===== src/rtl/solver_pkg.sv =====
// Shared encodings for the solver front end: config selectors,
// solver write-port selectors and the point loader state machine.
package solver_pkg;

  localparam logic [1:0] CFG_ORIGIN_RE = 2'd0;
  localparam logic [1:0] CFG_ORIGIN_IM = 2'd1;
  localparam logic [1:0] CFG_STEP_RE   = 2'd2;
  localparam logic [1:0] CFG_STEP_IM   = 2'd3;

  localparam logic WR_SEL_RE = 1'b0;
  localparam logic WR_SEL_IM = 1'b1;

  typedef enum logic [2:0] {
    ST_IDLE,
    ST_INIT,
    ST_WAIT,
    ST_WR_RE,
    ST_WR_IM,
    ST_GO,
    ST_STEP,
    ST_DONE
  } loader_state_t;

endpackage


===== src/rtl/limb_serial_adder.sv =====
// One limb of a multi-limb two's-complement add per cycle. The carry is
// held in a register between limbs; 'clear' forces a zero carry-in so the
// first (least-significant) limb of each add starts fresh.
module limb_serial_adder #(
  parameter int LIMB_SIZE_BITS = 27
) (
  input  logic                      clock,
  input  logic                      reset,
  input  logic                      clear,
  input  logic                      enable,
  input  logic [LIMB_SIZE_BITS-1:0] a,
  input  logic [LIMB_SIZE_BITS-1:0] b,
  output logic [LIMB_SIZE_BITS-1:0] sum
);

  logic                    carry_q;
  logic                    carry_in;
  logic [LIMB_SIZE_BITS:0] full_sum;

  assign carry_in = clear ? 1'b0 : carry_q;
  assign full_sum = {1'b0, a} + {1'b0, b} + {{LIMB_SIZE_BITS{1'b0}}, carry_in};
  assign sum      = full_sum[LIMB_SIZE_BITS-1:0];

  // Carry register: captures the carry out of the limb just added.
  always_ff @(posedge clock or negedge reset) begin
    if (!reset) carry_q <= 1'b0;
    else if (enable) carry_q <= full_sum[LIMB_SIZE_BITS];
  end

endmodule


===== src/rtl/point_loader.sv =====
// Walks a width x height pixel grid in raster order, streaming c_re and
// c_im limb-by-limb into the solver and launching it once per pixel.
// Successive c values are produced by a shared limb-serial adder.
module point_loader
  import solver_pkg::*;
#(
  parameter int LIMB_INDEX_BITS = 6,
  parameter int LIMB_SIZE_BITS  = 27,
  parameter int NUM_LIMBS       = 4,
  parameter int COORD_BITS      = 10
) (
  input  logic                       clock,
  input  logic                       reset,
  input  logic                       cfg_wr_en,
  input  logic [1:0]                 cfg_sel,
  input  logic [LIMB_INDEX_BITS-1:0] cfg_limb,
  input  logic [LIMB_SIZE_BITS-1:0]  cfg_data,
  input  logic [COORD_BITS-1:0]      width,
  input  logic [COORD_BITS-1:0]      height,
  input  logic                       start,
  output logic                       busy,
  input  logic                       sol_ready,
  output logic                       wr_en,
  output logic                       wr_sel,
  output logic [LIMB_INDEX_BITS-1:0] wr_limb,
  output logic [LIMB_SIZE_BITS-1:0]  wr_data,
  output logic                       sol_go,
  output logic [COORD_BITS-1:0]      pix_x,
  output logic [COORD_BITS-1:0]      pix_y,
  output logic                       frame_done
);

  localparam int IW = (NUM_LIMBS > 1) ? $clog2(NUM_LIMBS) : 1;
  localparam logic [LIMB_INDEX_BITS-1:0] LAST_LIMB = LIMB_INDEX_BITS'(NUM_LIMBS - 1);

  loader_state_t state, next_state;

  logic [LIMB_SIZE_BITS-1:0] origin_re [NUM_LIMBS];
  logic [LIMB_SIZE_BITS-1:0] origin_im [NUM_LIMBS];
  logic [LIMB_SIZE_BITS-1:0] step_re   [NUM_LIMBS];
  logic [LIMB_SIZE_BITS-1:0] step_im   [NUM_LIMBS];
  logic [LIMB_SIZE_BITS-1:0] cur_re    [NUM_LIMBS];
  logic [LIMB_SIZE_BITS-1:0] cur_im    [NUM_LIMBS];

  logic [COORD_BITS-1:0]      width_q, height_q, x, y;
  logic [LIMB_INDEX_BITS-1:0] limb_cnt, add_cnt;
  logic [IW-1:0]              wr_idx, add_idx;
  logic                       row_end, last_row, limb_last, add_last, cfg_ok;
  logic [LIMB_SIZE_BITS-1:0]  add_a, add_b, add_sum;

  assign wr_idx    = limb_cnt[IW-1:0];
  assign add_idx   = IW'(NUM_LIMBS - 1) - add_cnt[IW-1:0];
  assign row_end   = (x == width_q - COORD_BITS'(1));
  assign last_row  = (y == height_q - COORD_BITS'(1));
  assign limb_last = (limb_cnt == LAST_LIMB);
  assign add_last  = (add_cnt == LAST_LIMB);
  assign cfg_ok    = cfg_wr_en && (state == ST_IDLE) && (int'(cfg_limb) < NUM_LIMBS);

  // At a row end the add advances c_im; otherwise it advances c_re.
  assign add_a = row_end ? cur_im[add_idx]  : cur_re[add_idx];
  assign add_b = row_end ? step_im[add_idx] : step_re[add_idx];

  limb_serial_adder #(.LIMB_SIZE_BITS(LIMB_SIZE_BITS)) u_adder (
    .clock  (clock),
    .reset  (reset),
    .clear  (add_cnt == '0),
    .enable (state == ST_STEP),
    .a      (add_a),
    .b      (add_b),
    .sum    (add_sum)
  );

  // State register.
  always_ff @(posedge clock or negedge reset) begin
    if (!reset) state <= ST_IDLE;
    else        state <= next_state;
  end

  // Next-state logic; an empty frame is detected on the latched size in INIT.
  always_comb begin
    next_state = state;
    case (state)
      ST_IDLE:  if (start) next_state = ST_INIT;
      ST_INIT:  next_state = (width_q == '0 || height_q == '0) ? ST_DONE : ST_WAIT;
      ST_WAIT:  if (sol_ready) next_state = ST_WR_RE;
      ST_WR_RE: if (limb_last) next_state = ST_WR_IM;
      ST_WR_IM: if (limb_last) next_state = ST_GO;
      ST_GO:    next_state = (row_end && last_row) ? ST_DONE : ST_STEP;
      ST_STEP:  if (add_last) next_state = ST_WAIT;
      ST_DONE:  next_state = ST_IDLE;
      default:  next_state = ST_IDLE;
    endcase
  end

  // Outputs decoded from state so a reset clears them immediately.
  always_comb begin
    busy       = (state != ST_IDLE) && (state != ST_DONE);
    wr_en      = (state == ST_WR_RE) || (state == ST_WR_IM);
    wr_sel     = (state == ST_WR_IM) ? WR_SEL_IM : WR_SEL_RE;
    wr_limb    = wr_en ? limb_cnt : '0;
    wr_data    = '0;
    if (state == ST_WR_RE) wr_data = cur_re[wr_idx];
    if (state == ST_WR_IM) wr_data = cur_im[wr_idx];
    sol_go     = (state == ST_GO);
    frame_done = (state == ST_DONE);
  end

  // Config limb storage, writable only while idle.
  always_ff @(posedge clock or negedge reset) begin
    if (!reset) begin
      for (int i = 0; i < NUM_LIMBS; i++) begin
        origin_re[i] <= '0;
        origin_im[i] <= '0;
        step_re[i]   <= '0;
        step_im[i]   <= '0;
      end
    end else if (cfg_ok) begin
      case (cfg_sel)
        CFG_ORIGIN_RE: origin_re[cfg_limb[IW-1:0]] <= cfg_data;
        CFG_ORIGIN_IM: origin_im[cfg_limb[IW-1:0]] <= cfg_data;
        CFG_STEP_RE:   step_re[cfg_limb[IW-1:0]]   <= cfg_data;
        default:       step_im[cfg_limb[IW-1:0]]   <= cfg_data;
      endcase
    end
  end

  // Frame walk: coordinates, current c values, limb counters and pixel tags.
  always_ff @(posedge clock or negedge reset) begin
    if (!reset) begin
      for (int i = 0; i < NUM_LIMBS; i++) begin
        cur_re[i] <= '0;
        cur_im[i] <= '0;
      end
      width_q  <= '0;
      height_q <= '0;
      x        <= '0;
      y        <= '0;
      limb_cnt <= '0;
      add_cnt  <= '0;
      pix_x    <= '0;
      pix_y    <= '0;
    end else begin
      case (state)
        ST_IDLE: begin
          if (start) begin
            width_q  <= width;
            height_q <= height;
          end
        end
        ST_INIT: begin
          cur_re   <= origin_re;
          cur_im   <= origin_im;
          x        <= '0;
          y        <= '0;
          limb_cnt <= '0;
          add_cnt  <= '0;
        end
        ST_WR_RE, ST_WR_IM: begin
          limb_cnt <= limb_last ? '0 : limb_cnt + 1'b1;
          if (state == ST_WR_IM && limb_last) begin
            pix_x <= x;
            pix_y <= y;
          end
        end
        ST_STEP: begin
          if (row_end) begin
            cur_im[add_idx] <= add_sum;
            if (add_cnt == '0) cur_re <= origin_re;
          end else begin
            cur_re[add_idx] <= add_sum;
          end
          add_cnt <= add_last ? '0 : add_cnt + 1'b1;
          if (add_last) begin
            if (row_end) begin
              x <= '0;
              y <= y + 1'b1;
            end else begin
              x <= x + 1'b1;
            end
          end
        end
        default: ;
      endcase
    end
  end

endmodule


===== config.mk =====
export PLATFORM = sky130hd
export DESIGN_NAME = point_loader
export DESIGN_NICKNAME = d
export VERILOG_FILES = /design/src/rtl/solver_pkg.sv /design/src/rtl/limb_serial_adder.sv /design/src/rtl/point_loader.sv
export SDC_FILE = /design/constraint.sdc
export NUM_CORES = 1
export LEC_CHECK = 0
export ABC_CLOCK_PERIOD_IN_PS = 7100
export CORE_UTILIZATION = 26
export DETAILED_ROUTE_END_ITERATION = 12
export HOLD_SLACK_MARGIN = 0.1
export PLACE_DENSITY_LB_ADDON = 0.08
export SLEW_MARGIN = 5
export SYNTH_ARGS = -nofsm -noshare
export SYNTH_HDL_FRONTEND = slang
export SYNTH_HIERARCHICAL = 1
export SYNTH_SLANG_ARGS = --single-unit

===== constraint.sdc =====
create_clock -name clock -period 7.1 [get_ports clock]
set_input_delay 2.13 -clock clock [delete_from_list [all_inputs] [get_ports clock]]
set_output_delay 2.13 -clock clock [all_outputs]
set_load 0.03 [all_outputs]

==> impl_metrics.yaml <==
yosys:
  ys_top_cells_by_area: "dfrtp_1 (49%), mux2_2 (14%), mux4_2 (9.9%), a221o_1 (3.0%), o22a_1 (2.6%)"
  yosysSeqAreaShare_pct: 49.0
  synthArstFlopShare_pct: 100
  synth_top_area_share_pct: 49.0
  synth_nets: 2949
  postSynthAreaPerCell_um2: 13.0
  synth_top_cell_by_area: "dfrtp_1"
  synth.distinct_cells: 79
  netlist_area_um2: 37000
  yosys-top-cells-count: "dfrtp_1 (724), mux2_2 (473), nand2_1 (228), clkbuf_1 (167), mux4_2 (162)"
  ys_warn_count: 6
  synth_edf_count: 0
  synth_seq_cells: 724
  synth_ff_type: "dfrtp_1"
  syn_inst: 2846
  synth_most_common_cell: "dfrtp_1"
pwr:
  p_per_area_nw_per_um2: 358
  pwr-share-comb_pct: 35.4
  seq_power_share_pct: 33.7
  vdd_drop_max_uv: 172
  p_sw_mw: 5.96
  p_leak_nw: 19.2
  internal_power_mw: 9.50
  p_sw_share_pct: 38.6
  clockPowerShare_pct: 30.9
critical_path:
  slowest_delay_ns: 0.72
  worstSetupStartpoint: "width_q[0]"
  crit_required_ns: 7.66
  worstSetupPathType: "reg -> reg"
  path_buf_inv: 2
  cp_cell_sequence: "inv_1 > ha_1 > o21bai_1 > a2111oi_0 > o32ai_1 > nor3_4 > buf_12 > nand2_1 > nand2_1 > ha_1 > a21oi_1 > nand2b_4 > o211ai_1 > a21oi_1 > o31ai_1 > xnor2_1 > a211oi_1 > a2bb2oi_1 > o22a_1"
  worst_setup_path_start_kind: "flip-flop"
  crit_path_top_delay_cell: "a2111oi_0"
  cp_max_fo: 63
  critical_path_arrival_ns: 6.92
  end_kind: "flip-flop"
  r2r_start: "width_q[0]"
  cpLargestDelayFamily: "compound AO/OA/AOI/OAI gates"
finish:
  final_area_um2: 43200
  area_growth_pct: 16.7
  nets: 2960
  multiInputGateArea_um2: 17700
  seqCellArea_um2: 18100
  drive_gt1_share_pct: 31.2
  nFillCells: 14277
min_path:
  hp-class: "reg -> reg"
  hp-start: "origin_im[30]"
floorplan:
  die_w_um: 379
  initial_utilization_pct: 26.2
  rows: 138
  coreArea_um2: 141000
  dieArea_um2: 144000
  ios: 118
  die_h_um: 379
sta:
  rsz0062_at_grt: "no"
  slew_violations: 0
  tns_ns: 0
  max_freq_mhz: 157
  hold_viol_final: 0
  fin_crit_sh_pct: 89.5
  final-setup-viol-count: 0
  finalClockSkew_ns: 0.0442
  period_needed_ns: 6.35
  worst_pin_slew_ns: 1.11
  maxSlewHeadroom_pct: 25.2
clocking:
  cts_tree: "done"
  cts_num_sinks: 724
  cts_made_buffers: 93
  path_clk_slew_ns: 0.05
  ctsRootBufferMaster: "clkbuf_16"
  post_cts_buffers: 0
  h-tree-depth: 3
  clk_path_buf_depth: 3
  postCtsHoldBufs: 0
  clk_latency_ns: 0.72
  ctsResizeCount: 0
routing:
  postRouteAntennaNets: 0
  drc: 0
  vias_per_cell: 5.28
  drtIter0Drc: 1696
  vias: 25439
  avgRoutedWirePerCell_um: 29.0
  dr.pass1.iters: 5
  routed_wl_um: 140000
global_routing:
  grt_antenna_before_repair: 4
  grt_pass1_wl_um: 203000
  grt_usage_pct: 19.5
  grt_pass1_vias: 26765
  grt_max_degree: 156
  grt-ovfl-total: 0
place:
  gp_congestion: 0.823
  portBuffers: 117
  place_hpwl_um: 86500
  dpl-instance-area_um2: 40100
run_status:
  status: "completed"
flow_run:
  drv_cap: 0
final timing paths:
path	to	slack (ns)	cells past startpoint
min in group asynchronous	x[2]	1.46	1
hold reg to reg	origin_im[30]	0.49	1
hold / removal	origin_im[30]	0.49	1
setup reg to reg	cur_re[21]	0.75	19
max in group asynchronous	step_im[5]	4.09	2
setup / recovery	cur_re[21]	0.75	19
power groups by stage:
stage / sequential [mW] / combinational [mW] / clock (mW)
after floorplan: 4.96 / 3.79 / 0
after global placement: 5.26 / 5.46 / 0
after detailed placement: 5.28 / 5.49 / 0
after CTS: 5.20 / 5.52 / 4.93
after global routing: 5.28 / 5.83 / 5.09
final: 5.21 / 5.47 / 4.78
registers in the layout, indices dropped and copies added (netlist names):
signal and cells:
cur_re 108, step_im 108, pix_y 10, x 10, pix_x 10, height_q 10, origin_re 108, limb_cnt 6
add_cnt 6, u_adder/carry_q 1, state 3, origin_im 108, step_re 108, width_q 10, cur_im 108, y 10
area by class of cell:
| class | count | area share, % |
|---|---|---|
| flip-flops and latches | 724 | 42.0 |
| clock inverters | 15 | 0.420 |
| multi-input cells | 1827 | 40.9 |
| repair buffers | 182 | 4.20 |
| clock buffers | 151 | 6.69 |
| diodes | 1 | 0.00580 |
| inverters | 29 | 0.252 |
| well taps | 1890 | 5.48 |
through the flow:
| stage | power (mW) | cells | hold slack (ns) | utilization (%) | setup WS (ns) |
|---|---|---|---|---|---|
| after floorplan | 8.75 | 2846 | 0.455 | - | 1.42 |
| after global placement | 10.7 | 4652 | 0.482 | 28.4 | 1.04 |
| after detailed placement | 10.8 | 4652 | 0.487 | 28.4 | 0.853 |
| after CTS | 15.7 | 4818 | 0.500 | 30.6 | 0.805 |
| after global routing | 16.2 | 4819 | 0.507 | 30.6 | 0.239 |
| final | 15.5 | 4819 | 0.495 | 30.6 | 0.746 |
routing by layer:
layer / up-vias / GRT usage, % / part of all wire [%]
li1: 10783 / - / -
met1: 13816 / 26.0 / 44
met2: 645 / 33.0 / 49
met3: 195 / 2.80 / 3.8
met4: 0 / 5.23 / 2.6
met5: - / 0 / 0
cells in the final DEF, fill, tap and decap left out, drive strengths merged, types with 4 or more instances in the layout:
cell,n
dfrtp,724
or3,10
o22ai,5
clkinv,6
xor2,18
and3,13
clkbuf,151
nand3,22
a21oi,50
xnor2,32
a21o,9
o211ai,6
nor4,5
a2bb2oi,81
clkdlybuf4s50,116
buf,66
a2111oi,5
o21ai,44
nand2b,16
o22a,109
mux4,162
a22o,32
nor2,55
nand2,229
mux2,473
a31oi,10
a221o,109
o32a,28
and2,121
nor3,24
nor2b,10
o31ai,11
inv,33
o21bai,4
a211oi,33
ha,41
or4,14
nand4,12
kinds of logic (layout without fill, tap and decap cells):
group | count (synthesis) | count (layout) | share of synthesized area [%]
AO/OA/AOI/OAI | 550 | 550 | 12.7
XOR/XNOR | 50 | 50 | 1.18
adder cells (fa/ha/maj) | 43 | 43 | 1.50
buffers and inverters | 295 | 377 | 3.80
flip-flops | 724 | 724 | 49.0
multiplexers | 638 | 638 | 24.4
other | 0 | 1 | 0
AND/OR/NAND/NOR | 546 | 546 | 7.41
No activity file was read; power rests on OpenSTA's default activity.
